<file path="config.mk">
export PLATFORM = sky130hd
export DESIGN_NAME = regfile_wr_arbiter
export DESIGN_NICKNAME = d
export VERILOG_FILES = /design/src/rtl/regfile_wr_arbiter_pkg.sv /design/src/rtl/wr_fifo.sv /design/src/rtl/regfile_wr_arbiter.sv
export SDC_FILE = /design/constraint.sdc
export NUM_CORES = 1
export LEC_CHECK = 0
export CAP_MARGIN = 0
export CORE_MARGIN = 10
export CORE_UTILIZATION = 30
export CTS_CLUSTER_DIAMETER = 30
export DETAILED_ROUTE_END_ITERATION = 10
export GPL_TIMING_DRIVEN = 0
export SLEW_MARGIN = 20
export SYNTH_ARGS = -nofsm -noshare
export SYNTH_HDL_FRONTEND = slang
export SYNTH_SLANG_ARGS = --single-unit
</file>
<file path="constraint.sdc">
create_clock -name clk -period 4.3 [get_ports clk]
set_clock_uncertainty 0.2 [all_clocks]
set_input_delay 0.645 -clock clk [delete_from_list [all_inputs] [get_ports clk]]
set_output_delay 0.645 -clock clk [all_outputs]
set_load 0.005 [all_outputs]
</file>
<file path="src/rtl/regfile_wr_arbiter_pkg.sv">
`default_nettype none
// ============================================================================
//  Module      : regfile_wr_arbiter_pkg
//  Description : Shared CPU register-file constants, arbitration grant
//                encoding and a one-hot helper for the write arbiter.
//  Revision    : 1.0 - initial release
// ============================================================================
package regfile_wr_arbiter_pkg;

    // Register file geometry shared across the CPU
    localparam int c_REG_ADDR_W = 5;
    localparam int c_REG_DATA_W = 32;
    localparam int c_NUM_REGS   = 32;

    // Occupancy counter width; covers buffer depths up to 8 entries
    localparam int c_CNT_W      = 4;

    // Which requester owns the single register-file write port this cycle
    typedef enum logic [1:0] {
        GRANT_NONE   = 2'd0,
        GRANT_WB     = 2'd1,
        GRANT_HEAD   = 2'd2,
        GRANT_BYPASS = 2'd3
    } grant_e;

    // One-hot decode of a register address into a register-file-wide mask
    function automatic logic [c_NUM_REGS-1:0] reg_onehot(input logic [c_REG_ADDR_W-1:0] addr);
        logic [c_NUM_REGS-1:0] v;
        v       = '0;
        v[addr] = 1'b1;
        return v;
    endfunction

endpackage
`default_nettype wire

</file>
<file path="src/rtl/wr_fifo.sv">
`default_nettype none
// ============================================================================
//  Module      : wr_fifo
//  Description : In-order buffer of pending multi-cycle register writes.
//                Exposes occupancy plus per-entry valid/address so the
//                parent can build the pending-register mask.
//  Revision    : 1.0 - initial release
// ============================================================================
module wr_fifo
    import regfile_wr_arbiter_pkg::*;
#(
    parameter int DEPTH = 4
) (
    input  logic                          clk,
    input  logic                          rst,
    input  logic                          i_push,
    input  logic [c_REG_ADDR_W-1:0]       i_push_addr,
    input  logic [c_REG_DATA_W-1:0]       i_push_data,
    input  logic                          i_pop,
    output logic [c_REG_ADDR_W-1:0]       o_head_addr,
    output logic [c_REG_DATA_W-1:0]       o_head_data,
    output logic                          o_empty,
    output logic [c_CNT_W-1:0]            o_count,
    output logic [DEPTH-1:0]              o_entry_valid,
    output logic [DEPTH*c_REG_ADDR_W-1:0] o_entry_addr
);

    localparam int                 c_PTR_W    = $clog2(DEPTH);
    localparam logic [c_PTR_W-1:0] c_PTR_ONE  = c_PTR_W'(1);
    localparam logic [c_CNT_W-1:0] c_CNT_ONE  = c_CNT_W'(1);
    localparam logic [c_CNT_W-1:0] c_FULL_CNT = c_CNT_W'(DEPTH);

    logic [c_REG_ADDR_W-1:0] r_addr [DEPTH];
    logic [c_REG_DATA_W-1:0] r_data [DEPTH];
    logic [DEPTH-1:0]        r_valid;
    logic [c_PTR_W-1:0]      r_wr_ptr;
    logic [c_PTR_W-1:0]      r_rd_ptr;
    logic [c_CNT_W-1:0]      r_count;

    logic                    w_push;
    logic                    w_pop;
    logic [DEPTH-1:0]        w_valid_nxt;
    logic [c_CNT_W-1:0]      w_count_nxt;

    // A full buffer refuses pushes outright; there is no pass-through path
    assign w_push = i_push && (r_count != c_FULL_CNT);
    assign w_pop  = i_pop  && (r_count != '0);

    // Per-slot valid bits follow the pointers so pend_mask tracks live entries only
    always_comb begin
        w_valid_nxt = r_valid;
        if (w_pop) begin
            w_valid_nxt[r_rd_ptr] = 1'b0;
        end
        if (w_push) begin
            w_valid_nxt[r_wr_ptr] = 1'b1;
        end
    end

    // Occupancy update; simultaneous push and pop leaves it unchanged
    always_comb begin
        w_count_nxt = r_count;
        if (w_push && !w_pop) begin
            w_count_nxt = r_count + c_CNT_ONE;
        end else if (w_pop && !w_push) begin
            w_count_nxt = r_count - c_CNT_ONE;
        end
    end

    // Entry payload storage; r_valid qualifies every use so no reset is needed
    always_ff @(posedge clk) begin
        if (w_push) begin
            r_addr[r_wr_ptr] <= i_push_addr;
            r_data[r_wr_ptr] <= i_push_data;
        end
    end

    // Pointers, occupancy and valid bits; reset discards every buffered write
    always_ff @(posedge clk) begin
        if (rst) begin
            r_wr_ptr <= '0;
            r_rd_ptr <= '0;
            r_count  <= '0;
            r_valid  <= '0;
        end else begin
            if (w_push) begin
                r_wr_ptr <= r_wr_ptr + c_PTR_ONE;
            end
            if (w_pop) begin
                r_rd_ptr <= r_rd_ptr + c_PTR_ONE;
            end
            r_count <= w_count_nxt;
            r_valid <= w_valid_nxt;
        end
    end

    assign o_head_addr   = r_addr[r_rd_ptr];
    assign o_head_data   = r_data[r_rd_ptr];
    assign o_empty       = (r_count == '0);
    assign o_count       = r_count;
    assign o_entry_valid = r_valid;

    for (genvar gi = 0; gi < DEPTH; gi++) begin : g_entry
        assign o_entry_addr[gi*c_REG_ADDR_W +: c_REG_ADDR_W] = r_addr[gi];
    end

endmodule
`default_nettype wire

</file>
<file path="src/rtl/regfile_wr_arbiter.sv">
`default_nettype none
// ============================================================================
//  Module      : regfile_wr_arbiter
//  Description : Arbitrates the single register-file write port between the
//                pipeline writeback and a buffered multi-cycle (mult/div)
//                result stream, with starvation-driven writeback stalls.
//  Revision    : 1.0 - initial release
// ============================================================================
module regfile_wr_arbiter
    import regfile_wr_arbiter_pkg::*;
#(
    parameter int DEPTH        = 4,
    parameter int STARVE_LIMIT = 4
) (
    input  logic                    clk,
    input  logic                    rst,
    input  logic                    wb_we,
    input  logic [c_REG_ADDR_W-1:0] wb_addr,
    input  logic [c_REG_DATA_W-1:0] wb_data,
    input  logic                    md_valid,
    input  logic [c_REG_ADDR_W-1:0] md_addr,
    input  logic [c_REG_DATA_W-1:0] md_data,
    output logic                    md_ready,
    output logic                    rf_regWr,
    output logic [c_REG_ADDR_W-1:0] rf_writeimport,
    output logic [c_REG_DATA_W-1:0] rf_Writedata,
    output logic                    stall_wb,
    output logic [c_NUM_REGS-1:0]   pend_mask,
    output logic [c_CNT_W-1:0]      fifo_count
);

    localparam int                    c_STARVE_W   = $clog2(STARVE_LIMIT + 1);
    localparam logic [c_STARVE_W-1:0] c_STARVE_MAX = c_STARVE_W'(STARVE_LIMIT);
    localparam logic [c_STARVE_W-1:0] c_STARVE_ONE = c_STARVE_W'(1);
    localparam logic [c_CNT_W-1:0]    c_FULL_CNT   = c_CNT_W'(DEPTH);

    // Registered state
    logic                    r_rf_regwr;
    logic [c_REG_ADDR_W-1:0] r_rf_addr;
    logic [c_REG_DATA_W-1:0] r_rf_data;
    logic [c_STARVE_W-1:0]   r_starve_cnt;
    logic                    r_stall_wb;

    // Buffer view
    logic [c_REG_ADDR_W-1:0]       w_head_addr;
    logic [c_REG_DATA_W-1:0]       w_head_data;
    logic                          w_empty;
    logic [c_CNT_W-1:0]            w_count;
    logic [DEPTH-1:0]              w_entry_valid;
    logic [DEPTH*c_REG_ADDR_W-1:0] w_entry_addr;

    // Arbitration
    logic                  w_wb_req;
    logic                  w_md_hs;
    logic                  w_md_live;
    grant_e                w_grant;
    logic                  w_head_issue;
    logic                  w_push;
    logic [c_STARVE_W-1:0] w_starve_nxt;
    logic [c_NUM_REGS-1:0] w_pend_mask;

    // r0 writes are architecturally void, so they neither write nor compete
    assign w_wb_req     = wb_we && (wb_addr != '0);
    assign md_ready     = (w_count < c_FULL_CNT);
    assign w_md_hs      = md_valid && md_ready;
    assign w_md_live    = w_md_hs && (md_addr != '0);
    assign w_head_issue = (w_grant == GRANT_HEAD);
    // A live result is buffered unless it went straight to the register file
    assign w_push       = w_md_live && (w_grant != GRANT_BYPASS);

    // Write-port grant: a pending starvation stall forces the head, otherwise
    // writeback, then the head, then a bypass into an empty buffer
    always_comb begin
        w_grant = GRANT_NONE;
        if (!w_empty && r_stall_wb) begin
            w_grant = GRANT_HEAD;
        end else if (w_wb_req) begin
            w_grant = GRANT_WB;
        end else if (!w_empty) begin
            w_grant = GRANT_HEAD;
        end else if (w_md_live) begin
            w_grant = GRANT_BYPASS;
        end
    end

    // Starvation count of consecutive cycles the head was passed over
    always_comb begin
        w_starve_nxt = '0;
        if (!w_empty && !w_head_issue) begin
            w_starve_nxt = r_starve_cnt + c_STARVE_ONE;
        end
    end

    // Pending-register mask is the union of every live buffered destination
    always_comb begin
        w_pend_mask = '0;
        for (int i = 0; i < DEPTH; i++) begin
            if (w_entry_valid[i]) begin
                w_pend_mask = w_pend_mask | reg_onehot(w_entry_addr[i*c_REG_ADDR_W +: c_REG_ADDR_W]);
            end
        end
    end

    // Register-file write port; address and data hold when nothing issues
    always_ff @(posedge clk) begin
        if (rst) begin
            r_rf_regwr <= 1'b0;
            r_rf_addr  <= '0;
            r_rf_data  <= '0;
        end else begin
            r_rf_regwr <= 1'b0;
            case (w_grant)
                GRANT_WB: begin
                    r_rf_regwr <= 1'b1;
                    r_rf_addr  <= wb_addr;
                    r_rf_data  <= wb_data;
                end
                GRANT_HEAD: begin
                    r_rf_regwr <= 1'b1;
                    r_rf_addr  <= w_head_addr;
                    r_rf_data  <= w_head_data;
                end
                GRANT_BYPASS: begin
                    r_rf_regwr <= 1'b1;
                    r_rf_addr  <= md_addr;
                    r_rf_data  <= md_data;
                end
                default: begin
                end
            endcase
        end
    end

    // Starvation counter and the one-cycle writeback stall it raises
    always_ff @(posedge clk) begin
        if (rst) begin
            r_starve_cnt <= '0;
            r_stall_wb   <= 1'b0;
        end else begin
            r_starve_cnt <= w_starve_nxt;
            r_stall_wb   <= (w_starve_nxt == c_STARVE_MAX);
        end
    end

    wr_fifo #(
        .DEPTH (DEPTH)
    ) u_wr_fifo (
        .clk           (clk),
        .rst           (rst),
        .i_push        (w_push),
        .i_push_addr   (md_addr),
        .i_push_data   (md_data),
        .i_pop         (w_head_issue),
        .o_head_addr   (w_head_addr),
        .o_head_data   (w_head_data),
        .o_empty       (w_empty),
        .o_count       (w_count),
        .o_entry_valid (w_entry_valid),
        .o_entry_addr  (w_entry_addr)
    );

    assign rf_regWr       = r_rf_regwr;
    assign rf_writeimport = r_rf_addr;
    assign rf_Writedata   = r_rf_data;
    assign stall_wb       = r_stall_wb;
    assign pend_mask      = w_pend_mask;
    assign fifo_count     = w_count;

    // The pipeline must hold writeback off while the forced head write drains
    a_no_wb_during_stall: assert property (@(posedge clk) disable iff (rst) !(stall_wb && wb_we))
        else $error("wb_we asserted while stall_wb is high");

endmodule
`default_nettype wire

</file>
==> flow_summary.html, run 1 <==
<table>
<tr><th>Metric</th><th>Value</th></tr>
<tr><th colspan="2">Status</th></tr>
<tr><td>Result of the run</td><td>finished, final reports clean</td></tr>
<tr><th colspan="2">Logic synthesis</th></tr>
<tr><td>Register bit total from synthesis</td><td>204</td></tr>
<tr><td>Adder and majority cell fraction of the synthesized area</td><td>0.01781</td></tr>
<tr><td>Count of flip-flops with a built-in enable after synthesis</td><td>148</td></tr>
<tr><td>Number of different library cells in the post-synthesis netlist</td><td>54</td></tr>
<tr><td>Compound-cell area share of the yosys netlist</td><td>0.1404</td></tr>
<tr><td>Share of synthesized area spent on multiplexers</td><td>0.08931</td></tr>
<tr><td>Synthesized-area fraction occupied by and/or/nand/nor cells</td><td>0.1342</td></tr>
<tr><td>Number of cells produced by synthesis</td><td>799</td></tr>
<tr><td>Number of synthesis warnings</td><td>0</td></tr>
<tr><td>Share of the synthesized netlist area taken by xor and xnor gates</td><td>0.005500</td></tr>
<tr><td>Proportion of synthesized flip-flops having asynchronous set or reset</td><td>0</td></tr>
<tr><td>Post-synthesis sequential area ratio</td><td>0.5825</td></tr>
<tr><td>Biggest area contributors in the synthesized netlist</td><td>sky130_fd_sc_hd__edfxtp_1 47%, sky130_fd_sc_hd__dfxtp_1 12%, sky130_fd_sc_hd__mux4_2 8.7%</td></tr>
<tr><td>Post-synthesis net count</td><td>890</td></tr>
<tr><td>Share of the synthesized area in the top cell type</td><td>0.4652</td></tr>
<tr><td>Top cell type by total area after synthesis</td><td>sky130_fd_sc_hd__edfxtp_1</td></tr>
<tr><td>Average cell area after synthesis</td><td>11.96 um2</td></tr>
<tr><td>Main synth FF type</td><td>sky130_fd_sc_hd__edfxtp_1</td></tr>
<tr><td>Dominant combinational cell family by area after synthesis</td><td>compound AO/OA/AOI/OAI gates</td></tr>
<tr><td>Total standard cell area after synthesis</td><td>9554 um2</td></tr>
<tr><th colspan="2">Floorplanning</th></tr>
<tr><td>IO Pins</td><td>154</td></tr>
<tr><td>Die X</td><td>198.5 um</td></tr>
<tr><td>Initial standard-cell utilization of the core</td><td>0.3036</td></tr>
<tr><td>Number of standard-cell rows in the floorplan</td><td>65</td></tr>
<tr><td>Core region area</td><td>31470 um2</td></tr>
<tr><td>Vertical die dimension</td><td>198.5 um</td></tr>
<tr><td>Die Area</td><td>39380 um2</td></tr>
<tr><th colspan="2">STA</th></tr>
<tr><td>Final setup fails</td><td>0</td></tr>
<tr><td>Transition time at the pin with the least slew margin</td><td>0.9002 ns</td></tr>
<tr><td>Final critical-path setup slack</td><td>0.4865 ns</td></tr>
<tr><td>Fin. Hold Viols</td><td>0</td></tr>
<tr><td>RSZ-0062 raised after global routing</td><td>no</td></tr>
<tr><td>Post-route clock period utilization</td><td>0.8869</td></tr>
<tr><td>Highest Clock Rate</td><td>262.2 MHz</td></tr>
<tr><td>Minimum period implied by the final worst setup slack</td><td>3.814 ns</td></tr>
<tr><td>Final Slew Violations</td><td>0</td></tr>
<tr><td>Worst slew margin relative to its limit</td><td>0.3943</td></tr>
<tr><th colspan="2">Clocking</th></tr>
<tr><td>Total number of clock tree sinks</td><td>204</td></tr>
<tr><td>Maximum clock path buffer count</td><td>3</td></tr>
<tr><td>Clock-pin slew of the registers on the worst-case setup and hold paths</td><td>0.05 ns</td></tr>
<tr><td>Clock tree from TritonCTS</td><td>yes</td></tr>
<tr><td>Cell at the root of the clock tree</td><td>sky130_fd_sc_hd__clkbuf_16</td></tr>
<tr><td>H-tree lvl count</td><td>2</td></tr>
<tr><td>Number of buffers created by CTS</td><td>39</td></tr>
<tr><td>Post-CTS Hold Buffers</td><td>0</td></tr>
<tr><td>CTS-repair resized insts</td><td>0</td></tr>
<tr><td>Post-CTS Setup Inserts</td><td>0</td></tr>
<tr><td>Clock Latency Late Sink</td><td>0.50 ns</td></tr>
<tr><th colspan="2">Job</th></tr>
<tr><td>Max-cap check violation count</td><td>0</td></tr>
<tr><th colspan="2">Final layout</th></tr>
<tr><td>Filler Cells Inserted</td><td>2915</td></tr>
<tr><td>Fraction of the core area covered by cells at the end of the flow</td><td>0.4156</td></tr>
<tr><td>Fin nets</td><td>1087</td></tr>
<tr><td>Layout overhead on the synthesized area</td><td>36.92%</td></tr>
<tr><td>Fraction of final layout cells sized beyond drive strength 1</td><td>0.1441</td></tr>
<tr><th colspan="2">Global route</th></tr>
<tr><td>Number of global-route vias before repair</td><td>7694</td></tr>
<tr><td>First-pass GRT wire length</td><td>45.84 mm</td></tr>
<tr><td>Pin count of the biggest net entering global routing</td><td>23</td></tr>
<tr><td>Overall fraction of global-route tracks in use</td><td>0.1495</td></tr>
<tr><td>Number of antenna violations at the first check in global routing</td><td>2</td></tr>
<tr><td>Grt ovf</td><td>0</td></tr>
<tr><th colspan="2">Route</th></tr>
<tr><td>Number of nets still failing antenna checks after routing</td><td>0</td></tr>
<tr><td>Total met3 wirelength after detailed routing</td><td>2.083 mm</td></tr>
<tr><td>Met2 layer wire length in the routed design</td><td>14.77 mm</td></tr>
<tr><td>Count of vias placed by the detailed router</td><td>7467</td></tr>
<tr><td>Detailed-routing wirelength on met1</td><td>12.50 mm</td></tr>
<tr><td>Wirelength per Cell</td><td>20.89 um</td></tr>
<tr><td>Number of design rule violations left after detail routing</td><td>0</td></tr>
<tr><td>Routed vias/inst</td><td>5.222</td></tr>
<tr><td>Iteration-0 DRC count of the detailed router</td><td>612</td></tr>
<tr><td>Initial DRT Pass Iterations</td><td>6</td></tr>
<tr><td>Uppermost layer routed</td><td>met4</td></tr>
<tr><td>Routed wire length</td><td>29.88 mm</td></tr>
<tr><th colspan="2">Placed design</th></tr>
<tr><td>Number of port buffers</td><td>152</td></tr>
<tr><td>GP Congestion</td><td>0.8598</td></tr>
<tr><td>Placement Setup Slack</td><td>-0.000005773 ns</td></tr>
<tr><td>DP Wirelength</td><td>21.88 mm</td></tr>
<tr><th colspan="2">Power and ir drop</th></tr>
<tr><td>Overall power</td><td>0.008020 W</td></tr>
<tr><td>Static Leak</td><td>4.397 nW</td></tr>
<tr><td>Worst supply voltage drop on vdd</td><td>0.3020 mV</td></tr>
<tr><td>PwrDens</td><td>613.1 nW/um2</td></tr>
<tr><th colspan="2">Worst setup path</th></tr>
<tr><td>Critical path launch point type</td><td>primary input</td></tr>
<tr><td>Arrival @ worst endpoint</td><td>4.04 ns</td></tr>
<tr><td>Worst reg2reg startpoint</td><td>u_wr_fifo.o_count[1]</td></tr>
<tr><td>Worst r2r path cells</td><td>12</td></tr>
<tr><td>Worst endpoint required time</td><td>4.53 ns</td></tr>
<tr><td>Critical Path End Type</td><td>register</td></tr>
<tr><td>Worst setup path class</td><td>in2reg</td></tr>
<tr><td>End of the worst register-to-register path</td><td>u_wr_fifo.o_count[3]</td></tr>
<tr><td>CP max FO</td><td>10</td></tr>
<tr><td>Flop2flop setup slack</td><td>0.63 ns</td></tr>
<tr><th colspan="2">Min path</th></tr>
<tr><td>Hold path startpoint</td><td>r_starve_cnt[0]</td></tr>
<tr><td>Hold Crit Class</td><td>reg2reg</td></tr>
<tr><td>Hold-critical path depth</td><td>1</td></tr>
<tr><td>Destination of the worst hold path</td><td>r_starve_cnt[0]</td></tr>
</table>
[critical path, cell delays in order]
cell	delay, ns
sky130_fd_sc_hd__clkdlybuf4s50_1	0.67
sky130_fd_sc_hd__or4_4	0.22
sky130_fd_sc_hd__o21ai_4	0.12
sky130_fd_sc_hd__a2111oi_2	0.73
sky130_fd_sc_hd__ha_1	0.34
sky130_fd_sc_hd__inv_1	0.10
sky130_fd_sc_hd__ha_1	0.27
sky130_fd_sc_hd__a21o_1	0.17
sky130_fd_sc_hd__a21oi_1	0.19
sky130_fd_sc_hd__xnor2_1	0.09
sky130_fd_sc_hd__or3_1	0.30
sky130_fd_sc_hd__a21oi_1	0.17
[sequential cells by signal (all words and copies together) (netlist names), named ones only]
name	cells
u_wr_fifo.r_wr_ptr	2
u_wr_fifo.r_addr	20
rf_writeimport	5
rf_Writedata	32
u_wr_fifo.o_entry_valid	4
u_wr_fifo.r_data	128
stall_wb	1
u_wr_fifo.o_count	4
r_starve_cnt	3
u_wr_fifo.r_rd_ptr	2
rf_regWr	1
[kinds of logic after synthesis]
logic type | Yosys count
AOI/OAI and AO/OA | 196
xor gates and xnor gates | 6
adders and majority gates | 13
buffers and inverters | 64
DFF | 204
muxes | 39
and+or+nand+nor | 277
[synthesized netlist by cell type, types with 12 or more instances]
master / count
sky130_fd_sc_hd__ha_1: 12
sky130_fd_sc_hd__nor2_1: 105
sky130_fd_sc_hd__inv_1: 16
sky130_fd_sc_hd__a21oi_1: 52
sky130_fd_sc_hd__o221ai_1: 14
sky130_fd_sc_hd__a311oi_1: 35
sky130_fd_sc_hd__mux4_2: 37
sky130_fd_sc_hd__nand2_1: 97
sky130_fd_sc_hd__edfxtp_1: 148
sky130_fd_sc_hd__o21ai_1: 17
sky130_fd_sc_hd__dfxtp_1: 56
sky130_fd_sc_hd__a22oi_1: 13
sky130_fd_sc_hd__o21ai_0: 23
sky130_fd_sc_hd__clkbuf_1: 30
sky130_fd_sc_hd__buf_2: 12
[how the worst max path moves through the flow]
stage,startpoint,to,slack [ns],depth (start not counted)
2_1_floorplan,wb_addr[0],u_wr_fifo.o_count[3],1.04,12
3_5_place_dp,md_addr[1],u_wr_fifo.o_count[3],-0.000006,12
6_report,md_addr[1],u_wr_fifo.o_count[3],0.49,12
5_1_grt,md_addr[1],u_wr_fifo.o_count[3],0.19,12
3_3_place_gp,md_addr[1],u_wr_fifo.r_data[0][9],-0.32,6
4_1_cts,md_addr[1],u_wr_fifo.o_count[3],0.48,12
[final cells by class]
class                   instances  area (um2)  area share
diodes                          1       2.502   0.0001913
plain buffers                  48       229.0     0.01750
clock buffers                  45        1030     0.07872
clock inverters                27       367.9     0.02812
inverters                      16       60.06    0.004591
multi-input cells             531        3700      0.2828
flip-flops and latches        204        5565      0.4254
well taps                     402       503.0     0.03845
repair buffers                156        1624      0.1242
[where the power goes]
| part | internal (W) | switching [W] |
|---|---|---|
| clock network | 0.00212 | 0.00105 |
| logic | 0.00101 | 0.00126 |
| registers | 0.00242 | 0.000156 |
[per-stage QoR]
step	TNS, ns	std cells	area (um2)	hold WS, ns
finish	0	1430	13080	0.2500
global route	0	1429	13080	0.2744
CTS	0	1429	13080	0.2482
detailed placement	-0.000005773	1357	11680	0.2363
global placement	-41.59	1353	11580	0.2289
floorplan	0	799	9554	0.2123
[routing by layer]
| layer | global-route usage | up-vias |
|---|---|---|
| li1 | - | 3487 |
| met1 | 0.1894 | 3683 |
| met2 | 0.2530 | 261 |
| met3 | 0.03227 | 36 |
| met4 | 0.03928 | 0 |
| met5 | 0 | - |
[placed cells by master (no fill, tap or decap), types with 3 or more instances in the layout]
master and n:
sky130_fd_sc_hd__clkdlybuf4s50_1 152, sky130_fd_sc_hd__edfxtp_1 148, sky130_fd_sc_hd__nor2_1 105, sky130_fd_sc_hd__nand2_1 97
sky130_fd_sc_hd__dfxtp_1 56, sky130_fd_sc_hd__a21oi_1 52, sky130_fd_sc_hd__clkbuf_16 40, sky130_fd_sc_hd__mux4_2 37
sky130_fd_sc_hd__a311oi_1 35, sky130_fd_sc_hd__clkbuf_1 34, sky130_fd_sc_hd__o21ai_0 23, sky130_fd_sc_hd__o21ai_1 17
sky130_fd_sc_hd__o221ai_1 14, sky130_fd_sc_hd__a22oi_1 13, sky130_fd_sc_hd__inv_1 12, sky130_fd_sc_hd__buf_2 12
sky130_fd_sc_hd__ha_1 12, sky130_fd_sc_hd__o22ai_1 11, sky130_fd_sc_hd__a221o_1 11, sky130_fd_sc_hd__nor3b_1 11
sky130_fd_sc_hd__o211ai_1 9, sky130_fd_sc_hd__or2_2 8, sky130_fd_sc_hd__nand3_1 8, sky130_fd_sc_hd__nand3b_1 8
sky130_fd_sc_hd__and3_1 6, sky130_fd_sc_hd__or3b_2 6, sky130_fd_sc_hd__clkinv_4 6, sky130_fd_sc_hd__bufinv_16 6
sky130_fd_sc_hd__or3_1 5, sky130_fd_sc_hd__and3b_1 5, sky130_fd_sc_hd__xnor2_1 5, sky130_fd_sc_hd__nor3_1 4
sky130_fd_sc_hd__inv_2 4, sky130_fd_sc_hd__buf_6 4, sky130_fd_sc_hd__inv_6 4, sky130_fd_sc_hd__clkinvlp_4 4
sky130_fd_sc_hd__inv_8 4, sky130_fd_sc_hd__nor2b_1 3, sky130_fd_sc_hd__buf_16 3
Power figures use the tool's default switching activity.
==> run 2, diff against run 1 <==
CTS_BUF_LIST = sky130_fd_sc_hd__clkbuf_8   (was not set)
==> flow_summary.html, run 2 (same netlist as run 1, synthesis figures left out) <==
<table>
<tr><th>Metric</th><th>Value</th></tr>
<tr><th colspan="2">Status</th></tr>
<tr><td>Result of the run</td><td>finished, final reports clean (unchanged)</td></tr>
<tr><th colspan="2">Worst setup path</th></tr>
<tr><td>Worst setup path class</td><td>in2reg (unchanged)</td></tr>
<tr><td>Critical path launch point type</td><td>primary input (unchanged)</td></tr>
<tr><td>Arrival @ worst endpoint</td><td>4.02 ns (was 4.04 ns)</td></tr>
<tr><td>Capturing instance or port of the critical path</td><td>u_wr_fifo.o_count[3] (unchanged)</td></tr>
<tr><td>CP max FO</td><td>10 (unchanged)</td></tr>
<tr><td>Launching instance or port of the critical path</td><td>md_addr[1] (unchanged)</td></tr>
<tr><td>End of the worst register-to-register path</td><td>u_wr_fifo.o_count[3] (unchanged)</td></tr>
<tr><td>Flop2flop setup slack</td><td>0.64 ns (was 0.63 ns)</td></tr>
<tr><td>Worst reg2reg startpoint</td><td>u_wr_fifo.o_count[1] (unchanged)</td></tr>
<tr><td>Worst endpoint required time</td><td>4.56 ns (was 4.53 ns)</td></tr>
<tr><td>Worst r2r path cells</td><td>12 (unchanged)</td></tr>
<tr><td>Critical Path End Type</td><td>register (unchanged)</td></tr>
<tr><th colspan="2">Global route</th></tr>
<tr><td>Number of antenna violations at the first check in global routing</td><td>2 (unchanged)</td></tr>
<tr><td>Grt ovf</td><td>0 (unchanged)</td></tr>
<tr><td>Number of global-route vias before repair</td><td>7706 (was 7694)</td></tr>
<tr><td>Overall fraction of global-route tracks in use</td><td>0.1484 (was 0.1495)</td></tr>
<tr><td>Pin count of the biggest net entering global routing</td><td>23 (unchanged)</td></tr>
<tr><td>First-pass GRT wire length</td><td>45.51 mm (was 45.84 mm)</td></tr>
<tr><th colspan="2">Clocking</th></tr>
<tr><td>H-tree lvl count</td><td>2 (unchanged)</td></tr>
<tr><td>Post-CTS Hold Buffers</td><td>0 (unchanged)</td></tr>
<tr><td>CTS-repair resized insts</td><td>0 (unchanged)</td></tr>
<tr><td>Clock-pin slew of the registers on the worst-case setup and hold paths</td><td>0.06 ns (was 0.05 ns)</td></tr>
<tr><td>Maximum clock path buffer count</td><td>3 (unchanged)</td></tr>
<tr><td>Post-CTS Setup Inserts</td><td>0 (unchanged)</td></tr>
<tr><td>Clock tree from TritonCTS</td><td>yes (unchanged)</td></tr>
<tr><td>Cell at the root of the clock tree</td><td>sky130_fd_sc_hd__clkbuf_8 (was sky130_fd_sc_hd__clkbuf_16)</td></tr>
<tr><td>Clock Latency Late Sink</td><td>0.54 ns (was 0.50 ns)</td></tr>
<tr><td>Total number of clock tree sinks</td><td>204 (unchanged)</td></tr>
<tr><td>Number of buffers created by CTS</td><td>42 (was 39)</td></tr>
<tr><th colspan="2">STA</th></tr>
<tr><td>RSZ-0062 raised after global routing</td><td>no (unchanged)</td></tr>
<tr><td>Fin. Hold Viols</td><td>0 (unchanged)</td></tr>
<tr><td>Final Slew Violations</td><td>0 (unchanged)</td></tr>
<tr><td>Transition time at the pin with the least slew margin</td><td>0.9120 ns (was 0.9002 ns)</td></tr>
<tr><td>Post-route clock period utilization</td><td>0.8751 (was 0.8869)</td></tr>
<tr><td>Highest Clock Rate</td><td>265.8 MHz (was 262.2 MHz)</td></tr>
<tr><td>Minimum period implied by the final worst setup slack</td><td>3.763 ns (was 3.814 ns)</td></tr>
<tr><td>Worst slew margin relative to its limit</td><td>0.3864 (was 0.3943)</td></tr>
<tr><td>Final setup fails</td><td>0 (unchanged)</td></tr>
<tr><th colspan="2">Final layout</th></tr>
<tr><td>Register with the most flip-flops</td><td>u_wr_fifo.r_data (unchanged)</td></tr>
<tr><td>Commonest non-fill, non-tap cells in the layout</td><td>152 x sky130_fd_sc_hd__clkdlybuf4s50_1, 148 x sky130_fd_sc_hd__edfxtp_1, 105 x sky130_fd_sc_hd__nor2_1 (unchanged)</td></tr>
<tr><td>Filler Cells Inserted</td><td>2954 (was 2915)</td></tr>
<tr><td>Layout overhead on the synthesized area</td><td>32.27% (was 36.92%)</td></tr>
<tr><td>Area taken by multi-input logic gates</td><td>3700 um2 (unchanged)</td></tr>
<tr><td>Cell Count, Final, Fillers Out</td><td>1436 (was 1430)</td></tr>
<tr><td>Max reg flops</td><td>128 (unchanged)</td></tr>
<tr><td>Fraction of the core area covered by cells at the end of the flow</td><td>0.4015 (was 0.4156)</td></tr>
<tr><td>Fin nets</td><td>1090 (was 1087)</td></tr>
<tr><td>Most common cell after layout, fill and taps aside</td><td>sky130_fd_sc_hd__clkdlybuf4s50_1 (unchanged)</td></tr>
<tr><td>Fraction of final layout cells sized beyond drive strength 1</td><td>0.1481 (was 0.1441)</td></tr>
<tr><td>Sequential cell area</td><td>5565 um2 (unchanged)</td></tr>
<tr><th colspan="2">Power and ir drop</th></tr>
<tr><td>Worst supply voltage drop on vdd</td><td>0.2341 mV (was 0.3020 mV)</td></tr>
<tr><td>Flop pwr share</td><td>0.363 (was 0.321)</td></tr>
<tr><td>Proportion of power drawn by the clock network</td><td>0.316 (was 0.396)</td></tr>
<tr><td>Gate power share</td><td>0.321 (was 0.283)</td></tr>
<tr><td>Net load switching power</td><td>0.002343 W (was 0.002469 W)</td></tr>
<tr><td>PwrDens</td><td>559.9 nW/um2 (was 613.1 nW/um2)</td></tr>
<tr><td>Static Leak</td><td>4.219 nW (was 4.397 nW)</td></tr>
<tr><td>Internal power</td><td>0.004733 W (was 0.005551 W)</td></tr>
<tr><td>Switching portion of total power</td><td>0.3311 (was 0.3078)</td></tr>
<tr><th colspan="2">Floorplanning</th></tr>
<tr><td>Vertical die dimension</td><td>198.5 um (unchanged)</td></tr>
<tr><td>IO Pins</td><td>154 (unchanged)</td></tr>
<tr><td>Number of standard-cell rows in the floorplan</td><td>65 (unchanged)</td></tr>
<tr><td>Die Area</td><td>39380 um2 (unchanged)</td></tr>
<tr><td>Core region area</td><td>31470 um2 (unchanged)</td></tr>
<tr><td>Initial standard-cell utilization of the core</td><td>0.3036 (unchanged)</td></tr>
<tr><td>Die X</td><td>198.5 um (unchanged)</td></tr>
<tr><th colspan="2">Route</th></tr>
<tr><td>Routed vias/inst</td><td>5.200 (was 5.222)</td></tr>
<tr><td>Initial DRT Pass Iterations</td><td>5 (was 6)</td></tr>
<tr><td>Iteration-0 DRC count of the detailed router</td><td>576 (was 612)</td></tr>
<tr><td>Number of design rule violations left after detail routing</td><td>0 (unchanged)</td></tr>
<tr><td>Wirelength per Cell</td><td>20.60 um (was 20.89 um)</td></tr>
<tr><td>Count of vias placed by the detailed router</td><td>7467 (unchanged)</td></tr>
<tr><td>Routed wire length</td><td>29.58 mm (was 29.88 mm)</td></tr>
<tr><td>Number of nets still failing antenna checks after routing</td><td>0 (unchanged)</td></tr>
<tr><th colspan="2">Placed design</th></tr>
<tr><td>Number of port buffers</td><td>152 (unchanged)</td></tr>
<tr><td>DP Wirelength</td><td>21.88 mm (unchanged)</td></tr>
<tr><td>GP Congestion</td><td>0.8598 (unchanged)</td></tr>
<tr><td>Instance count after placement with tap cells included</td><td>1357 (unchanged)</td></tr>
<tr><th colspan="2">Min path</th></tr>
<tr><td>Hold Crit Class</td><td>reg2reg (unchanged)</td></tr>
<tr><th colspan="2">Job</th></tr>
<tr><td>Max-cap check violation count</td><td>0 (unchanged)</td></tr>
</table>
-- run 2: cell count changes in the layout (fill, tap and decap cells not counted), sizes merged --
cell / change
clkbuf: -1
inv: +3
bufinv: -1
clkinv: +5
-- run 2: how the worst min path moves through the flow --
stage | start | endpoint | cells after the start
after global routing | r_starve_cnt[0] | r_starve_cnt[0] | 1
after detailed placement | r_starve_cnt[0] | r_starve_cnt[0] | 1
after global placement | r_starve_cnt[0] | r_starve_cnt[0] | 1
final | r_starve_cnt[0] | r_starve_cnt[0] | 1
after floorplan | r_starve_cnt[0] | r_starve_cnt[0] | 1
after CTS | r_starve_cnt[0] | r_starve_cnt[0] | 1
-- run 2: critical path: stages --
cell	delay (ns)
sky130_fd_sc_hd__clkdlybuf4s50_1	0.66
sky130_fd_sc_hd__or4_4	0.22
sky130_fd_sc_hd__o21ai_4	0.13
sky130_fd_sc_hd__a2111oi_2	0.73
sky130_fd_sc_hd__ha_1	0.34
sky130_fd_sc_hd__inv_1	0.10
sky130_fd_sc_hd__ha_1	0.27
sky130_fd_sc_hd__a21o_1	0.17
sky130_fd_sc_hd__a21oi_1	0.18
sky130_fd_sc_hd__xnor2_1	0.09
sky130_fd_sc_hd__or3_1	0.31
sky130_fd_sc_hd__a21oi_1	0.16
-- run 2: per-layer routing --
layer | vias up | GRT usage | part of all wire
li1 | 3489 | - | -
met1 | 3660 | 0.1862 | 0.42
met2 | 273 | 0.2491 | 0.49
met3 | 45 | 0.03244 | 0.070
met4 | 0 | 0.04804 | 0.022
met5 | - | 0 | 0
-- run 2: layout make-up --
cell class	count	area share
flip-flops and latches	204	0.4404
multi-input cells	531	0.2928
repair buffers	156	0.1285
clock buffers	44	0.04792
well taps	402	0.03980
clock inverters	34	0.02752
plain buffers	48	0.01812
inverters	16	0.004752
diodes	1	0.0001980
-- run 2: per-stage QoR --
step	instance area [um2]	TNS (ns)	setup slack, ns	total power [W]	hold WS (ns)
finish	12640	0	0.5371	0.007076	0.2489
global route	12630	0	0.2605	0.007525	0.2745
CTS	12630	0	0.5482	0.007167	0.2480
detailed placement	11680	-0.000005773	-0.000005773	0.004908	0.2363
global placement	11580	-41.59	-0.3154	0.004846	0.2289
floorplan	9554	0	1.038	0.003949	0.2123
-- run 2: power groups by stage --
stage,sequential [W],combinational [W],clock (W)
2_1_floorplan,0.00259,0.00136,0
3_3_place_gp,0.00262,0.00223,0
3_5_place_dp,0.00261,0.00229,0
4_1_cts,0.00258,0.00231,0.00228
5_1_grt,0.00261,0.00253,0.00239
6_report,0.00257,0.00227,0.00223
==> run 3, diff against run 2 <==
CORE_MARGIN = not set   (was 10)
CTS_CLUSTER_DIAMETER = not set   (was 30)
==> flow_summary.html, run 3 (same netlist as run 1, synthesis figures left out) <==
<table>
<tr><th>Metric</th><th>Value</th></tr>
<tr><th colspan="2">Route</th></tr>
<tr><td>Number of design rule violations left after detail routing</td><td>0 (unchanged)</td></tr>
<tr><td>Routed vias/inst</td><td>5.317 (was 5.200)</td></tr>
<tr><td>Initial DRT Pass Iterations</td><td>5 (unchanged)</td></tr>
<tr><td>Count of vias placed by the detailed router</td><td>7523 (was 7467)</td></tr>
<tr><td>Routed wire length</td><td>28.60 mm (was 29.58 mm)</td></tr>
<tr><td>Iteration-0 DRC count of the detailed router</td><td>524 (was 576)</td></tr>
<tr><td>Number of nets still failing antenna checks after routing</td><td>0 (unchanged)</td></tr>
<tr><td>Wirelength per Cell</td><td>20.21 um (was 20.60 um)</td></tr>
<tr><th colspan="2">Worst setup path</th></tr>
<tr><td>Critical path launch point type</td><td>primary input (unchanged)</td></tr>
<tr><td>Worst setup path class</td><td>in2reg (unchanged)</td></tr>
<tr><td>Slowest cell on the critical path</td><td>sky130_fd_sc_hd__a2111oi_2 (unchanged)</td></tr>
<tr><td>Worst endpoint required time</td><td>4.53 ns (was 4.56 ns)</td></tr>
<tr><td>Number of logic stages on the critical path including buffering</td><td>12 (unchanged)</td></tr>
<tr><td>CP bufs+invs</td><td>2 (unchanged)</td></tr>
<tr><td>Launching instance or port of the critical path</td><td>md_addr[3] (was md_addr[1])</td></tr>
<tr><td>Top delay family on crit path</td><td>compound AO/OA/AOI/OAI gates (unchanged)</td></tr>
<tr><td>Flop2flop setup slack</td><td>0.74 ns (was 0.64 ns)</td></tr>
<tr><td>Critical Path End Type</td><td>register (unchanged)</td></tr>
<tr><td>Capturing instance or port of the critical path</td><td>u_wr_fifo.o_count[3] (unchanged)</td></tr>
<tr><td>Worst path max stage delay</td><td>0.73 ns (about the same)</td></tr>
<tr><td>Arrival @ worst endpoint</td><td>3.97 ns (was 4.02 ns)</td></tr>
<tr><td>Crit-path cells</td><td>clkdlybuf4s50_1, or4_4, o21ai_4, a2111oi_2, ha_1, inv_1, ha_1, a21o_1, a21oi_1, xnor2_1, or3_1, a21oi_1 (unchanged)</td></tr>
<tr><td>CP max FO</td><td>10 (unchanged)</td></tr>
<tr><td>Worst r2r path cells</td><td>12 (unchanged)</td></tr>
<tr><td>End of the worst register-to-register path</td><td>u_wr_fifo.o_count[3] (unchanged)</td></tr>
<tr><td>Worst reg2reg startpoint</td><td>u_wr_fifo.o_count[1] (unchanged)</td></tr>
<tr><th colspan="2">Power and ir drop</th></tr>
<tr><td>Static Leak</td><td>4.138 nW (was 4.219 nW)</td></tr>
<tr><td>Overall power</td><td>0.006607 W (was 0.007076 W)</td></tr>
<tr><td>Worst supply voltage drop on vdd</td><td>0.2530 mV (was 0.2341 mV)</td></tr>
<tr><td>PwrDens</td><td>534.4 nW/um2 (was 559.9 nW/um2)</td></tr>
<tr><th colspan="2">Final layout</th></tr>
<tr><td>Fraction of final layout cells sized beyond drive strength 1</td><td>0.1237 (was 0.1481)</td></tr>
<tr><td>Final standard cell area without fillers</td><td>12360 um2 (was 12640 um2)</td></tr>
<tr><td>Register with the most flip-flops</td><td>u_wr_fifo.r_data (unchanged)</td></tr>
<tr><td>Commonest non-fill, non-tap cells in the layout</td><td>152 x sky130_fd_sc_hd__clkdlybuf4s50_1, 148 x sky130_fd_sc_hd__edfxtp_1, 105 x sky130_fd_sc_hd__nor2_1 (unchanged)</td></tr>
<tr><td>Max reg flops</td><td>128 (unchanged)</td></tr>
<tr><td>Most common cell after layout, fill and taps aside</td><td>sky130_fd_sc_hd__clkdlybuf4s50_1 (unchanged)</td></tr>
<tr><td>Layout overhead on the synthesized area</td><td>29.41% (was 32.27%)</td></tr>
<tr><td>Fin nets</td><td>1084 (was 1090)</td></tr>
<tr><td>Diode insertion count for antenna repair</td><td>0 (was 1)</td></tr>
<tr><th colspan="2">STA</th></tr>
<tr><td>RSZ-0062 raised after global routing</td><td>no (unchanged)</td></tr>
<tr><td>Final Slew Violations</td><td>0 (unchanged)</td></tr>
<tr><td>Transition time at the pin with the least slew margin</td><td>0.8928 ns (was 0.9120 ns)</td></tr>
<tr><td>Fin. Hold Viols</td><td>0 (unchanged)</td></tr>
<tr><td>Post-route clock period utilization</td><td>0.8713 (was 0.8751)</td></tr>
<tr><td>Final setup fails</td><td>0 (unchanged)</td></tr>
<tr><td>Worst slew margin relative to its limit</td><td>0.4036 (was 0.3864)</td></tr>
<tr><td>Final critical-path setup slack</td><td>0.5535 ns (was 0.5371 ns)</td></tr>
<tr><td>Minimum period implied by the final worst setup slack</td><td>3.747 ns (was 3.763 ns)</td></tr>
<tr><td>Highest Clock Rate</td><td>266.9 MHz (was 265.8 MHz)</td></tr>
<tr><th colspan="2">Global route</th></tr>
<tr><td>Met1 Use GR</td><td>0.2360 (was 0.1862)</td></tr>
<tr><td>Grt ovf</td><td>0 (unchanged)</td></tr>
<tr><td>First-pass GRT wire length</td><td>43.93 mm (was 45.51 mm)</td></tr>
<tr><td>Routing usage on met2</td><td>0.2876 (was 0.2491)</td></tr>
<tr><td>Number of antenna violations at the first check in global routing</td><td>1 (was 2)</td></tr>
<tr><td>Most congested layer reported by global routing</td><td>met2 (unchanged)</td></tr>
<tr><td>Number of global-route vias before repair</td><td>7408 (was 7706)</td></tr>
<tr><td>Pin count of the biggest net entering global routing</td><td>23 (unchanged)</td></tr>
<tr><td>Overall fraction of global-route tracks in use</td><td>0.1748 (was 0.1484)</td></tr>
<tr><td>Routing usage on met3</td><td>0.03517 (was 0.03244)</td></tr>
<tr><th colspan="2">Floorplanning</th></tr>
<tr><td>IO Pins</td><td>154 (unchanged)</td></tr>
<tr><td>Die X</td><td>180.5 um (was 198.5 um)</td></tr>
<tr><td>Number of standard-cell rows in the floorplan</td><td>64 (was 65)</td></tr>
<tr><td>Vertical die dimension</td><td>180.5 um (was 198.5 um)</td></tr>
<tr><td>Initial standard-cell utilization of the core</td><td>0.3083 (was 0.3036)</td></tr>
<tr><td>Core region area</td><td>30990 um2 (was 31470 um2)</td></tr>
<tr><td>Die Area</td><td>32560 um2 (was 39380 um2)</td></tr>
<tr><th colspan="2">Clocking</th></tr>
<tr><td>H-tree lvl count</td><td>2 (unchanged)</td></tr>
<tr><td>Clock-pin slew of the registers on the worst-case setup and hold paths</td><td>0.06 ns (about the same)</td></tr>
<tr><td>Total number of clock tree sinks</td><td>204 (unchanged)</td></tr>
<tr><td>Maximum clock path buffer count</td><td>3 (unchanged)</td></tr>
<tr><td>Post-CTS Hold Buffers</td><td>0 (unchanged)</td></tr>
<tr><td>CTS-repair resized insts</td><td>0 (unchanged)</td></tr>
<tr><td>Cell at the root of the clock tree</td><td>sky130_fd_sc_hd__clkbuf_8 (unchanged)</td></tr>
<tr><td>Post-CTS Setup Inserts</td><td>0 (unchanged)</td></tr>
<tr><td>Number of buffers created by CTS</td><td>36 (was 42)</td></tr>
<tr><td>Clock tree from TritonCTS</td><td>yes (unchanged)</td></tr>
<tr><td>Clock Latency Late Sink</td><td>0.50 ns (was 0.54 ns)</td></tr>
<tr><th colspan="2">Placed design</th></tr>
<tr><td>Area post-placement</td><td>11650 um2 (was 11680 um2)</td></tr>
<tr><td>Number of port buffers</td><td>152 (unchanged)</td></tr>
<tr><td>Placement Setup Slack</td><td>0.05222 ns (was -0.000005773 ns)</td></tr>
<tr><td>DP Wirelength</td><td>20.11 mm (was 21.88 mm)</td></tr>
<tr><td>GP Congestion</td><td>0.9150 (was 0.8598)</td></tr>
<tr><th colspan="2">Min path</th></tr>
<tr><td>Hold Crit Class</td><td>reg2reg (unchanged)</td></tr>
<tr><th colspan="2">Status</th></tr>
<tr><td>Result of the run</td><td>finished, final reports clean (unchanged)</td></tr>
<tr><th colspan="2">Job</th></tr>
<tr><td>Max-cap check violation count</td><td>0 (unchanged)</td></tr>
</table>
run 3: changes by cell type in the layout (fill, tap and decap cells not counted), moves of 3 or more:
cell	change
sky130_fd_sc_hd__clkinv_4	-4
sky130_fd_sc_hd__clkbuf_8	-5
sky130_fd_sc_hd__inv_6	-6
sky130_fd_sc_hd__buf_12	+3
sky130_fd_sc_hd__clkinv_2	-4
sky130_fd_sc_hd__inv_1	+12
sky130_fd_sc_hd__buf_16	-3
sky130_fd_sc_hd__clkinvlp_4	-4
run 3: per-layer routing:
metal	wire length (um)	vias to the layer above
met1	12320	3692
li1	-	3468
met4	439	0
met2	13750	328
met3	2090	35
met5	0	-
run 3: worst min-delay path by stage:
| stage | from | to | slack [ns] | depth (start not counted) |
|---|---|---|---|---|
| finish | r_starve_cnt[0] | r_starve_cnt[0] | 0.24 | 1 |
| global route | r_starve_cnt[0] | r_starve_cnt[0] | 0.27 | 1 |
| CTS | r_starve_cnt[0] | r_starve_cnt[0] | 0.24 | 1 |
| detailed placement | r_starve_cnt[0] | r_starve_cnt[0] | 0.23 | 1 |
| global placement | r_starve_cnt[0] | r_starve_cnt[0] | 0.23 | 1 |
| floorplan | r_starve_cnt[0] | r_starve_cnt[0] | 0.21 | 1 |
run 3: final cells by class:
class	instances	area (um2)
multi-input combinational	531	3700
sequential	204	5565
fill	2940	18630
tap	396	495.5
clock buffer	39	536.8
clock inverter	25	176.4
timing repair buffer	156	1602
inverter	16	60.06
buffer	48	229.0
run 3: power by group:
group	internal [W]	leakage (nW)	switching [W]	total, W
Sequential	0.00241	1.81	0.000174	0.00259
Combinational	0.00100	1.91	0.00124	0.00224
Clock	0.00101	0.421	0.000765	0.00178
run 3: metrics by stage:
stage	util	cells	TNS, ns	hold WS [ns]
after floorplan	-	799	0	0.2123
final	0.3990	1415	0	0.2402
after CTS	0.3990	1415	0	0.2429
after global routing	0.3990	1415	0	0.2652
after global placement	0.3734	1347	-36.27	0.2277
after detailed placement	0.3760	1351	0	0.2317
